--- src/rtl/alu_sched_if.sv ---
// Request, ALU and response signals of the alu_sched scheduler.
// The slave modport is the scheduler; master is the requester/ALU/consumer side.
interface alu_sched_if;
    logic       req0_valid;
    logic       req0_ready;
    logic [4:0] req0_a;
    logic [4:0] req0_b;
    logic [1:0] req0_op;
    logic       req1_valid;
    logic       req1_ready;
    logic [4:0] req1_a;
    logic [4:0] req1_b;
    logic [1:0] req1_op;
    logic [4:0] alu_num1;
    logic [4:0] alu_num2;
    logic [1:0] alu_operation;
    logic [4:0] alu_out;
    logic       rsp_valid;
    logic       rsp_ready;
    logic [4:0] rsp_data;
    logic       rsp_id;
    logic       busy;

    modport master (
        output req0_valid, req0_a, req0_b, req0_op,
        output req1_valid, req1_a, req1_b, req1_op,
        output alu_out, rsp_ready,
        input  req0_ready, req1_ready,
        input  alu_num1, alu_num2, alu_operation,
        input  rsp_valid, rsp_data, rsp_id, busy
    );

    modport slave (
        input  req0_valid, req0_a, req0_b, req0_op,
        input  req1_valid, req1_a, req1_b, req1_op,
        input  alu_out, rsp_ready,
        output req0_ready, req1_ready,
        output alu_num1, alu_num2, alu_operation,
        output rsp_valid, rsp_data, rsp_id, busy
    );
endinterface

--- src/rtl/alu_sched.sv ---
// Two-requester scheduler for a shared combinational 5-bit ALU (IDLE -> EXEC -> RESP).
// Define ALU_SCHED_RR_EN for round-robin arbitration; default is fixed priority to requester 0.
module alu_sched (
    input  logic        clk,
    input  logic        rst_n,
    alu_sched_if.slave  bus
);
    localparam logic [1:0] IDLE = 2'd0;
    localparam logic [1:0] EXEC = 2'd1;
    localparam logic [1:0] RESP = 2'd2;

    logic [1:0] state;
    logic [4:0] num1;
    logic [4:0] num2;
    logic [1:0] op;
    logic       gnt_id;
    logic [4:0] data;
    logic       id;
    logic       grant;
    logic       accept;

`ifdef ALU_SCHED_RR_EN
    logic ptr;

    // ptr names the requester that wins a tie; a lone requester always wins
    always_comb begin
        if (bus.req0_valid && bus.req1_valid) grant = ptr;
        else                                  grant = bus.req1_valid;
    end

    always_ff @(posedge clk) begin
        if (!rst_n)      ptr <= 1'b0;
        else if (accept) ptr <= ~grant;
    end
`else
    always_comb grant = bus.req1_valid && !bus.req0_valid;
`endif

    always_comb begin
        bus.req0_ready = rst_n && (state == IDLE) && bus.req0_valid && !grant;
        bus.req1_ready = rst_n && (state == IDLE) && bus.req1_valid && grant;
    end

    assign accept = bus.req0_ready || bus.req1_ready;

    always_ff @(posedge clk) begin
        if (!rst_n) begin
            state  <= IDLE;
            num1   <= '0;
            num2   <= '0;
            op     <= '0;
            gnt_id <= 1'b0;
            data   <= '0;
            id     <= 1'b0;
        end else begin
            case (state)
                IDLE: if (accept) begin
                    num1   <= grant ? bus.req1_a  : bus.req0_a;
                    num2   <= grant ? bus.req1_b  : bus.req0_b;
                    op     <= grant ? bus.req1_op : bus.req0_op;
                    gnt_id <= grant;
                    state  <= EXEC;
                end
                EXEC: begin
                    data  <= bus.alu_out;
                    id    <= gnt_id;
                    state <= RESP;
                end
                RESP: if (bus.rsp_ready) state <= IDLE;
                default: state <= IDLE;
            endcase
        end
    end

    assign bus.alu_num1      = num1;
    assign bus.alu_num2      = num2;
    assign bus.alu_operation = op;
    assign bus.rsp_valid     = (state == RESP);
    assign bus.rsp_data      = data;
    assign bus.rsp_id        = id;
    assign bus.busy          = (state != IDLE);
endmodule

--- src/flat_wrapper.sv ---
// flat-port wrapper written by rule: the top's interface ports become plain ports
module alu_sched_flat 
  (clk, rst_n, bus_req0_valid, bus_req0_a, bus_req0_b, bus_req0_op, bus_req1_valid, bus_req1_a, bus_req1_b, bus_req1_op, bus_alu_out, bus_rsp_ready, bus_req0_ready, bus_req1_ready, bus_alu_num1, bus_alu_num2, bus_alu_operation, bus_rsp_valid, bus_rsp_data, bus_rsp_id, bus_busy);
  alu_sched_if bus_i ();
  input  logic clk;
  input  logic rst_n;
  input wire logic [$bits(bus_i.req0_valid)-1:0] bus_req0_valid;
  input wire logic [$bits(bus_i.req0_a)-1:0] bus_req0_a;
  input wire logic [$bits(bus_i.req0_b)-1:0] bus_req0_b;
  input wire logic [$bits(bus_i.req0_op)-1:0] bus_req0_op;
  input wire logic [$bits(bus_i.req1_valid)-1:0] bus_req1_valid;
  input wire logic [$bits(bus_i.req1_a)-1:0] bus_req1_a;
  input wire logic [$bits(bus_i.req1_b)-1:0] bus_req1_b;
  input wire logic [$bits(bus_i.req1_op)-1:0] bus_req1_op;
  input wire logic [$bits(bus_i.alu_out)-1:0] bus_alu_out;
  input wire logic [$bits(bus_i.rsp_ready)-1:0] bus_rsp_ready;
  output wire logic [$bits(bus_i.req0_ready)-1:0] bus_req0_ready;
  output wire logic [$bits(bus_i.req1_ready)-1:0] bus_req1_ready;
  output wire logic [$bits(bus_i.alu_num1)-1:0] bus_alu_num1;
  output wire logic [$bits(bus_i.alu_num2)-1:0] bus_alu_num2;
  output wire logic [$bits(bus_i.alu_operation)-1:0] bus_alu_operation;
  output wire logic [$bits(bus_i.rsp_valid)-1:0] bus_rsp_valid;
  output wire logic [$bits(bus_i.rsp_data)-1:0] bus_rsp_data;
  output wire logic [$bits(bus_i.rsp_id)-1:0] bus_rsp_id;
  output wire logic [$bits(bus_i.busy)-1:0] bus_busy;
  assign bus_i.req0_valid = bus_req0_valid;
  assign bus_i.req0_a = bus_req0_a;
  assign bus_i.req0_b = bus_req0_b;
  assign bus_i.req0_op = bus_req0_op;
  assign bus_i.req1_valid = bus_req1_valid;
  assign bus_i.req1_a = bus_req1_a;
  assign bus_i.req1_b = bus_req1_b;
  assign bus_i.req1_op = bus_req1_op;
  assign bus_i.alu_out = bus_alu_out;
  assign bus_i.rsp_ready = bus_rsp_ready;
  assign bus_req0_ready = bus_i.req0_ready;
  assign bus_req1_ready = bus_i.req1_ready;
  assign bus_alu_num1 = bus_i.alu_num1;
  assign bus_alu_num2 = bus_i.alu_num2;
  assign bus_alu_operation = bus_i.alu_operation;
  assign bus_rsp_valid = bus_i.rsp_valid;
  assign bus_rsp_data = bus_i.rsp_data;
  assign bus_rsp_id = bus_i.rsp_id;
  assign bus_busy = bus_i.busy;
  alu_sched u_core (.clk(clk), .rst_n(rst_n), .bus(bus_i));
endmodule
--- config.mk ---
export PLATFORM = sky130hd
export DESIGN_NAME = alu_sched_flat
export DESIGN_NICKNAME = d
export VERILOG_FILES = /design/src/rtl/alu_sched_if.sv /design/src/rtl/alu_sched.sv /design/src/flat_wrapper.sv
export SDC_FILE = /design/constraint.sdc
export NUM_CORES = 1
export LEC_CHECK = 0
export CAP_MARGIN = 20
export CORE_MARGIN = 2
export CORE_UTILIZATION = 34
export CTS_BUF_LIST = sky130_fd_sc_hd__clkbuf_8
export DETAILED_ROUTE_END_ITERATION = 16
export PLACE_DENSITY = 0.78
export SETUP_SLACK_MARGIN = 0.3
export SYNTH_ARGS = -nofsm -noshare
export SYNTH_HDL_FRONTEND = slang
export SYNTH_SLANG_ARGS = --single-unit
export TNS_END_PERCENT = 10
--- constraint.sdc ---
create_clock -name clk -period 1 [get_ports clk]
set_clock_uncertainty 0.1 [all_clocks]
set_input_delay 0.1 -clock clk [delete_from_list [all_inputs] [get_ports clk]]
set_output_delay 0.1 -clock clk [all_outputs]
set_load 0.005 [all_outputs]
# --- Word level (Yosys, flattened, before mapping) ---
# Cells that the tools add are included.
# Widths: inputs -> output; s select.
totals:
  register_bits: 21
  out_inout_bits: 22
  in_bits: 34
  word_cells: 30
classes:
  muxes: 6
  reduce_logical: 13
  n_eq_ne: 4
ops:
  columns: ["cell", "n"]
  rows:
  - ["$mux 5", 2]
  - ["$logic_and 1x1->1", 6]
  - ["$mux 2", 3]
  - ["$pmux 2 s3", 1]
  - ["$reduce_and 2->1", 2]
  - ["$eq 2x1->1 const B", 1]
  - ["$eq 2x2->1 const B", 1]
  - ["$logic_not 1->1", 2]
  - ["$logic_not 2->1", 1]
  - ["$ne 2x1->1 const B", 1]
  - ["$ne 2x2->1 const B", 1]
  - ["$reduce_bool 2->1", 1]
  - ["$logic_or 1x1->1", 1]

# --- Logic depth before layout (Yosys ltp) ---
depth:
  ltp_word: 7
  mapped_depth: 5
  mapped_depth_nobuf: 3

# --- Worst setup path after synthesis ---
# OpenSTA, ideal clock, no wires.
synth_path:
  path_type: "flip-flop to flip-flop"
  startpoint: "register u_core.state[1]"
  endpoint: "register u_core.num2[0], in the netlist u_core.bus.alu_num2[0]"
  path_stages_with_launch: 4
  arrival_ns: 0.897
  period_less_slack_ns: 1.128
  setup_time_ns: 0.131
  slack_ns: -0.128
  t_required_ns: 0.769
  n_path_buf: 1
  path_cell_list: "dfxtp_1 clkbuf_1 o311ai_0 o21ai_1"
synth_between:
  elab_chain_cells: 6
  elab_cells_between_ends: 8
  cone_classes: "reduce/logical: 8"
synth_rtl:
  columns: ["element", "line", "text"]
  rows:
  - ["start, declared", "alu_sched.sv:12", "logic [1:0] state;"]
  - ["start signal, assigned", "alu_sched.sv:48", "state <= IDLE;"]
  - ["start signal, assigned", "alu_sched.sv:62", "state <= EXEC;"]
  - ["start signal, assigned", "alu_sched.sv:67", "state <= RESP;"]
  - ["$logic_not 2->1 *", "alu_sched.sv:40, alu_sched.sv:41, alu_sched.sv:56", null]
  - ["$logic_and 1x1->1", "alu_sched.sv:40, alu_sched.sv:41", null]
  - ["$logic_and 1x1->1 (on tied branches) (2 in series)", "alu_sched.sv:40, alu_sched.sv:41", null]
  - ["$logic_or 1x1->1", "alu_sched.sv:44", "assign accept = bus.req0_ready || bus.req1_ready;"]
  - ["$reduce_and 2->1 (no line) *", null, null]
  - ["end signal, assigned", "alu_sched.sv:59", "num2 <= grant ? bus.req1_b : bus.req0_b;"]
  - ["end, declared", "alu_sched.sv:14", "logic [4:0] num2;"]
# Every way passes the cells marked *; elsewhere a longest branch is shown, timed or not.
# A chain may end at the register's enable or synchronous reset.

# --- Worst setup path in the final report ---
layout_path:
  startpoint: "register u_core.state[0]"
  endpoint: "register u_core.num2[3], in the netlist u_core.bus.alu_num2[3]"
# The elaborated chain is that of the path after synthesis.

==> impl_metrics.xml <==
<?xml version="1.0" encoding="UTF-8"?>
<metrics>
  <group name="run_status">
    <metric name="outcome" unit="">finished with violations</metric>
    <metric name="violations" unit="">negative setup slack</metric>
  </group>
  <group name="logic_synthesis">
    <metric name="synth_area" unit="um2">943.4</metric>
    <metric name="avgSynthCellArea" unit="um2">10.25</metric>
    <metric name="synth_cell_type_count" unit="">21</metric>
    <metric name="compound_gate_fraction_of_synth_area" unit="%">19.36</metric>
    <metric name="post_synth_inst_count" unit="">92</metric>
    <metric name="synth.top_cells.by_area" unit="">sky130_fd_sc_hd__dfxtp_1 (45%), sky130_fd_sc_hd__mux2i_1 (19%), sky130_fd_sc_hd__o21ai_1 (6.4%)</metric>
    <metric name="syn-num-nets" unit="">126</metric>
    <metric name="synthMuxAreaShare" unit="%">19.10</metric>
    <metric name="synthesis.yosys.warnings" unit="">0</metric>
    <metric name="ys_seq_area_share" unit="%">44.56</metric>
    <metric name="netlist.area_leader.share" unit="%">44.56</metric>
    <metric name="post_synth_fa_ha_maj_area_fraction" unit="%">0</metric>
    <metric name="synth_xor_xnor_area_share" unit="%">0</metric>
    <metric name="yosysTopAreaCell" unit="">sky130_fd_sc_hd__dfxtp_1</metric>
    <metric name="area_fraction_in_and_or_nand_and_nor_cells_after_synthesis" unit="%">8.488</metric>
    <metric name="synth_top_family_by_area" unit="">compound AO/OA/AOI/OAI gates</metric>
    <metric name="number_of_storage_elements_in_the_synthesis_netlist" unit="">21</metric>
  </group>
  <group name="pwr">
    <metric name="power_leakage" unit="nW">0.8649</metric>
    <metric name="worst_ir_drop_vdd" unit="V">0.0009980</metric>
    <metric name="total_power" unit="mW">2.220</metric>
    <metric name="powerDensity" unit="nW/um2">1226</metric>
  </group>
  <group name="worst_setup_path">
    <metric name="crit_reg_reg_startpoint" unit="">u_core.state[0]</metric>
    <metric name="worst_r2r_endpoint" unit="">u_core.bus.alu_num2[3]</metric>
    <metric name="worst_setup_path_endpoint" unit="">u_core.bus.alu_num2[3]</metric>
    <metric name="timing.critical_path.cells" unit="">buf_4, buf_4, o311ai_1, o21ai_1</metric>
    <metric name="critical_path.startpoint_type" unit="">flop</metric>
    <metric name="worst_path_max_delay_cell" unit="">sky130_fd_sc_hd__dfxtp_4</metric>
    <metric name="kind_of_end_point_of_the_critical_path" unit="">flop</metric>
    <metric name="worst_path_most_repeated_cell" unit="">sky130_fd_sc_hd__buf_4</metric>
    <metric name="regToRegSetupSlack" unit="ns">-0.36</metric>
    <metric name="worst-r2r-cell-count" unit="">4</metric>
    <metric name="critPathRequiredTime" unit="ns">1.04</metric>
    <metric name="cp_data_arrival_time" unit="ns">1.39</metric>
    <metric name="worstSetupPathType" unit="">reg2reg</metric>
    <metric name="critical_path.max_stage_delay" unit="ns">0.36</metric>
    <metric name="critical_path.max_fanout" unit="">9</metric>
    <metric name="setup.worst_path.start" unit="">u_core.state[0]</metric>
  </group>
  <group name="route">
    <metric name="initialDrtViolationCount" unit="">12</metric>
    <metric name="route.detailed.drc" unit="">0</metric>
    <metric name="drt-pass1-iter-count" unit="">4</metric>
    <metric name="drt-total-wl" unit="um">2917</metric>
    <metric name="antenna_left" unit="">0</metric>
    <metric name="vias_per_cell" unit="">5.005</metric>
    <metric name="post_drt_wl_per_cell" unit="um">14.88</metric>
    <metric name="count_of_vias_placed_by_the_detailed_router" unit="">981</metric>
  </group>
  <group name="grt">
    <metric name="grt.total_usage" unit="%">17.49</metric>
    <metric name="grt_util_met1" unit="%">19.69</metric>
    <metric name="globalRoute.totalOverflow" unit="">0</metric>
    <metric name="busiest_layer" unit="">met2</metric>
    <metric name="gr-usage-met3" unit="%">3.917</metric>
    <metric name="vias_in_the_first_global_route" unit="">995</metric>
    <metric name="grt_pass1_wl" unit="um">4395</metric>
    <metric name="gr-usage-met2" unit="%">31.40</metric>
    <metric name="antenna_found_initial" unit="">0</metric>
    <metric name="grt_max_degree" unit="">14</metric>
  </group>
  <group name="placement">
    <metric name="dp_worst_setup_slack" unit="ns">-0.6966</metric>
    <metric name="port_buffers" unit="">55</metric>
    <metric name="postPlaceCellArea" unit="um2">1618</metric>
    <metric name="routabilityCongestion" unit="">0.7502</metric>
    <metric name="dpl.hpwl" unit="um">2009</metric>
  </group>
  <group name="clocking">
    <metric name="cts_max_level" unit="">1</metric>
    <metric name="numCtsBuffers" unit="">3</metric>
    <metric name="clk_root_buffer_cell" unit="">sky130_fd_sc_hd__clkbuf_8</metric>
    <metric name="cts_tree" unit="">built</metric>
    <metric name="insertion_delay_to_the_later_sink_of_the_worst_skew_pair" unit="ns">0.26</metric>
    <metric name="cts_sinks" unit="">21</metric>
    <metric name="cts.reportedPaths.clkPinSlew" unit="ns">0.07</metric>
    <metric name="clock_path_buffers" unit="">2</metric>
  </group>
  <group name="final_layout">
    <metric name="area.growth.synth_to_final" unit="%">91.91</metric>
    <metric name="multiInputGateArea" unit="um2">546.8</metric>
    <metric name="finalCoreUtilization" unit="%">67.40</metric>
    <metric name="seq_area" unit="um2">447.9</metric>
    <metric name="n_fill_cell" unit="">211</metric>
    <metric name="num-nets-final" unit="">200</metric>
    <metric name="ratio_of_cells_with_drive_above_1_in_the_final_layout" unit="%">49.09</metric>
    <metric name="num_antenna_cells" unit="">0</metric>
    <metric name="design_area" unit="um2">1810</metric>
  </group>
  <group name="min_path">
    <metric name="timing.hold.worst.class" unit="">in2reg</metric>
    <metric name="holdCritStartpoint" unit="">bus_req0_valid</metric>
  </group>
  <group name="floorplan">
    <metric name="design.die.area" unit="um2">3212</metric>
    <metric name="fp-row-count" unit="">19</metric>
    <metric name="die_w" unit="um">56.68</metric>
    <metric name="floorplan.initialDensity" unit="%">35.12</metric>
    <metric name="placeableCoreArea" unit="um2">2686</metric>
    <metric name="io_pins" unit="">56</metric>
    <metric name="die_height" unit="um">56.68</metric>
  </group>
  <group name="timing">
    <metric name="tightest_slew" unit="ns">0.2801</metric>
    <metric name="relSlewSlack" unit="%">81.03</metric>
    <metric name="period_share" unit="%">135.6</metric>
    <metric name="rsz0062_at_grt" unit="">yes</metric>
    <metric name="finalMaxSlewViolations" unit="">0</metric>
    <metric name="number_of_hold_violations_in_the_final_report" unit="">0</metric>
    <metric name="fin_ws" unit="ns">-0.3557</metric>
    <metric name="period_needed" unit="ns">1.356</metric>
    <metric name="fmax" unit="GHz">0.7376</metric>
    <metric name="setup_viol" unit="">27</metric>
    <metric name="setup_tns" unit="ns">-6.555</metric>
  </group>
  <group name="flow_run">
    <metric name="drv.max_cap_violation_count" unit="">0</metric>
  </group>
</metrics>
==> synth_stat cells (all sizes together) <==
cell type / number
a211oi: 1
and3: 1
a21oi: 2
nor2b: 1
o21ai: 12
nor3: 1
buf: 7
clkbuf: 1
nor2: 8
inv: 3
o311ai: 12
nand3b: 1
nand2b: 3
mux2i: 18
dfxtp: 21
==> cell type report <==
cell class / count / area share (%)
clock buffers: 3 / 2.281
clock inverters: 1 / 0.2073
inverters: 3 / 0.6220
multi-input cells: 61 / 30.20
flip-flops and latches: 21 / 24.74
well taps: 31 / 2.142
repair buffers: 76 / 39.81
==> registers in the layout (all words and copies together) (netlist names) <==
signal,flops
u_core.bus.rsp_id,1
u_core.bus.rsp_data,5
u_core.gnt_id,1
u_core.bus.alu_operation,2
u_core.bus.alu_num1,5
u_core.state,2
u_core.bus.alu_num2,5
==> routing by layer <==
layer	share of wire [%]	vias to the layer above	wire, um
met5	0	-	0
met1	39	436	1146
met4	1.7	0	49
met3	7.2	4	210
li1	-	493	-
met2	52	48	1510
==> cell families (layout without fill, tap and decap cells) <==
family                 after synthesis  after routing
AOI/OAI and AO/OA                   27             27
buffers and inverters               11             83
DFF                                 21             21
muxes                               18             18
and+or+nand+nor                     15             16
==> per-stage QoR <==
step / std cells / hold slack [ns]
after floorplan: 92 / 0.09661
after global placement: 186 / 0.3701
after detailed placement: 186 / 0.3702
after CTS: 191 / 0.3466
after global routing: 196 / 0.07565
final: 196 / 0.05499
==> worst min path at each step <==
stage / to / slack, ns / cells after the start
final: u_core.gnt_id / 0.05 / 2
after global routing: u_core.gnt_id / 0.08 / 2
after CTS: u_core.bus.rsp_data[1] / 0.35 / 3
after detailed placement: u_core.bus.alu_num1[3] / 0.37 / 2
after global placement: u_core.bus.alu_num2[2] / 0.37 / 2
after floorplan: u_core.gnt_id / 0.1 / 1
==> power breakdown <==
part | total [mW] | leakage (nW) | switching [mW] | internal, mW
clock network | 0.551 | 0.0269 | 0.277 | 0.274
logic | 0.693 | 0.658 | 0.263 | 0.430
registers | 0.977 | 0.180 | 0.0535 | 0.923
total | 2.22 | 0.865 | 0.593 | 1.63
==> cells in the final DEF, fill, tap and decap left out <==
| cell type | synthesis | routed |
|---|---|---|
| sky130_fd_sc_hd__mux2i_1 | 18 | 16 |
| sky130_fd_sc_hd__clkbuf_16 | 0 | 1 |
| sky130_fd_sc_hd__inv_1 | 1 | 1 |
| sky130_fd_sc_hd__nand2b_4 | 0 | 2 |
| sky130_fd_sc_hd__buf_12 | 1 | 1 |
| sky130_fd_sc_hd__o311ai_1 | 6 | 9 |
| sky130_fd_sc_hd__o311ai_2 | 0 | 2 |
| sky130_fd_sc_hd__dfxtp_2 | 0 | 16 |
| sky130_fd_sc_hd__nand3b_4 | 0 | 2 |
| sky130_fd_sc_hd__clkdlybuf4s50_1 | 0 | 31 |
| sky130_fd_sc_hd__dfxtp_1 | 21 | 3 |
| sky130_fd_sc_hd__nor2b_4 | 0 | 1 |
| sky130_fd_sc_hd__dfxtp_4 | 0 | 2 |
| sky130_fd_sc_hd__nand2b_1 | 3 | 1 |
| sky130_fd_sc_hd__dlymetal6s2s_1 | 0 | 2 |
| sky130_fd_sc_hd__mux2i_2 | 0 | 2 |
| sky130_fd_sc_hd__and3_4 | 0 | 1 |
| sky130_fd_sc_hd__inv_2 | 2 | 3 |
| sky130_fd_sc_hd__clkbuf_2 | 0 | 3 |
| sky130_fd_sc_hd__a21oi_2 | 0 | 2 |
| sky130_fd_sc_hd__nor2_2 | 1 | 1 |
| sky130_fd_sc_hd__buf_2 | 3 | 9 |
| sky130_fd_sc_hd__buf_8 | 0 | 1 |
| sky130_fd_sc_hd__nor2_1 | 7 | 6 |
| sky130_fd_sc_hd__a211oi_2 | 0 | 1 |
| sky130_fd_sc_hd__clkbuf_8 | 0 | 3 |
| sky130_fd_sc_hd__buf_6 | 2 | 14 |
| sky130_fd_sc_hd__o311ai_0 | 6 | 1 |
| sky130_fd_sc_hd__o21ai_1 | 12 | 12 |
| sky130_fd_sc_hd__dlygate4sd2_1 | 0 | 2 |
| sky130_fd_sc_hd__nor3_2 | 0 | 1 |
| sky130_fd_sc_hd__buf_4 | 1 | 12 |
| sky130_fd_sc_hd__nor2_4 | 0 | 1 |
==> worst max-delay path, delay by kind of cell (launching register included) <==
| family | cells | cell delay, ns |
|---|---|---|
| flops | 1 | 0.36 |
| buf+inv | 2 | 0.34 |
| compound gates | 2 | 0.43 |
==> timing repair <==
action / 4_1_cts / 5_1_grt
cloned: 0 / 3
setup buffers: 1 / 2
hold buffers: 0 / 0
endpoints found under the setup margin: 43 / 43
pin swaps: 5 / 1
gates resized for setup: 107 / 23
endpoints found under the hold margin: 0 / 0
Note: power is estimated with default switching activity, not from simulation.
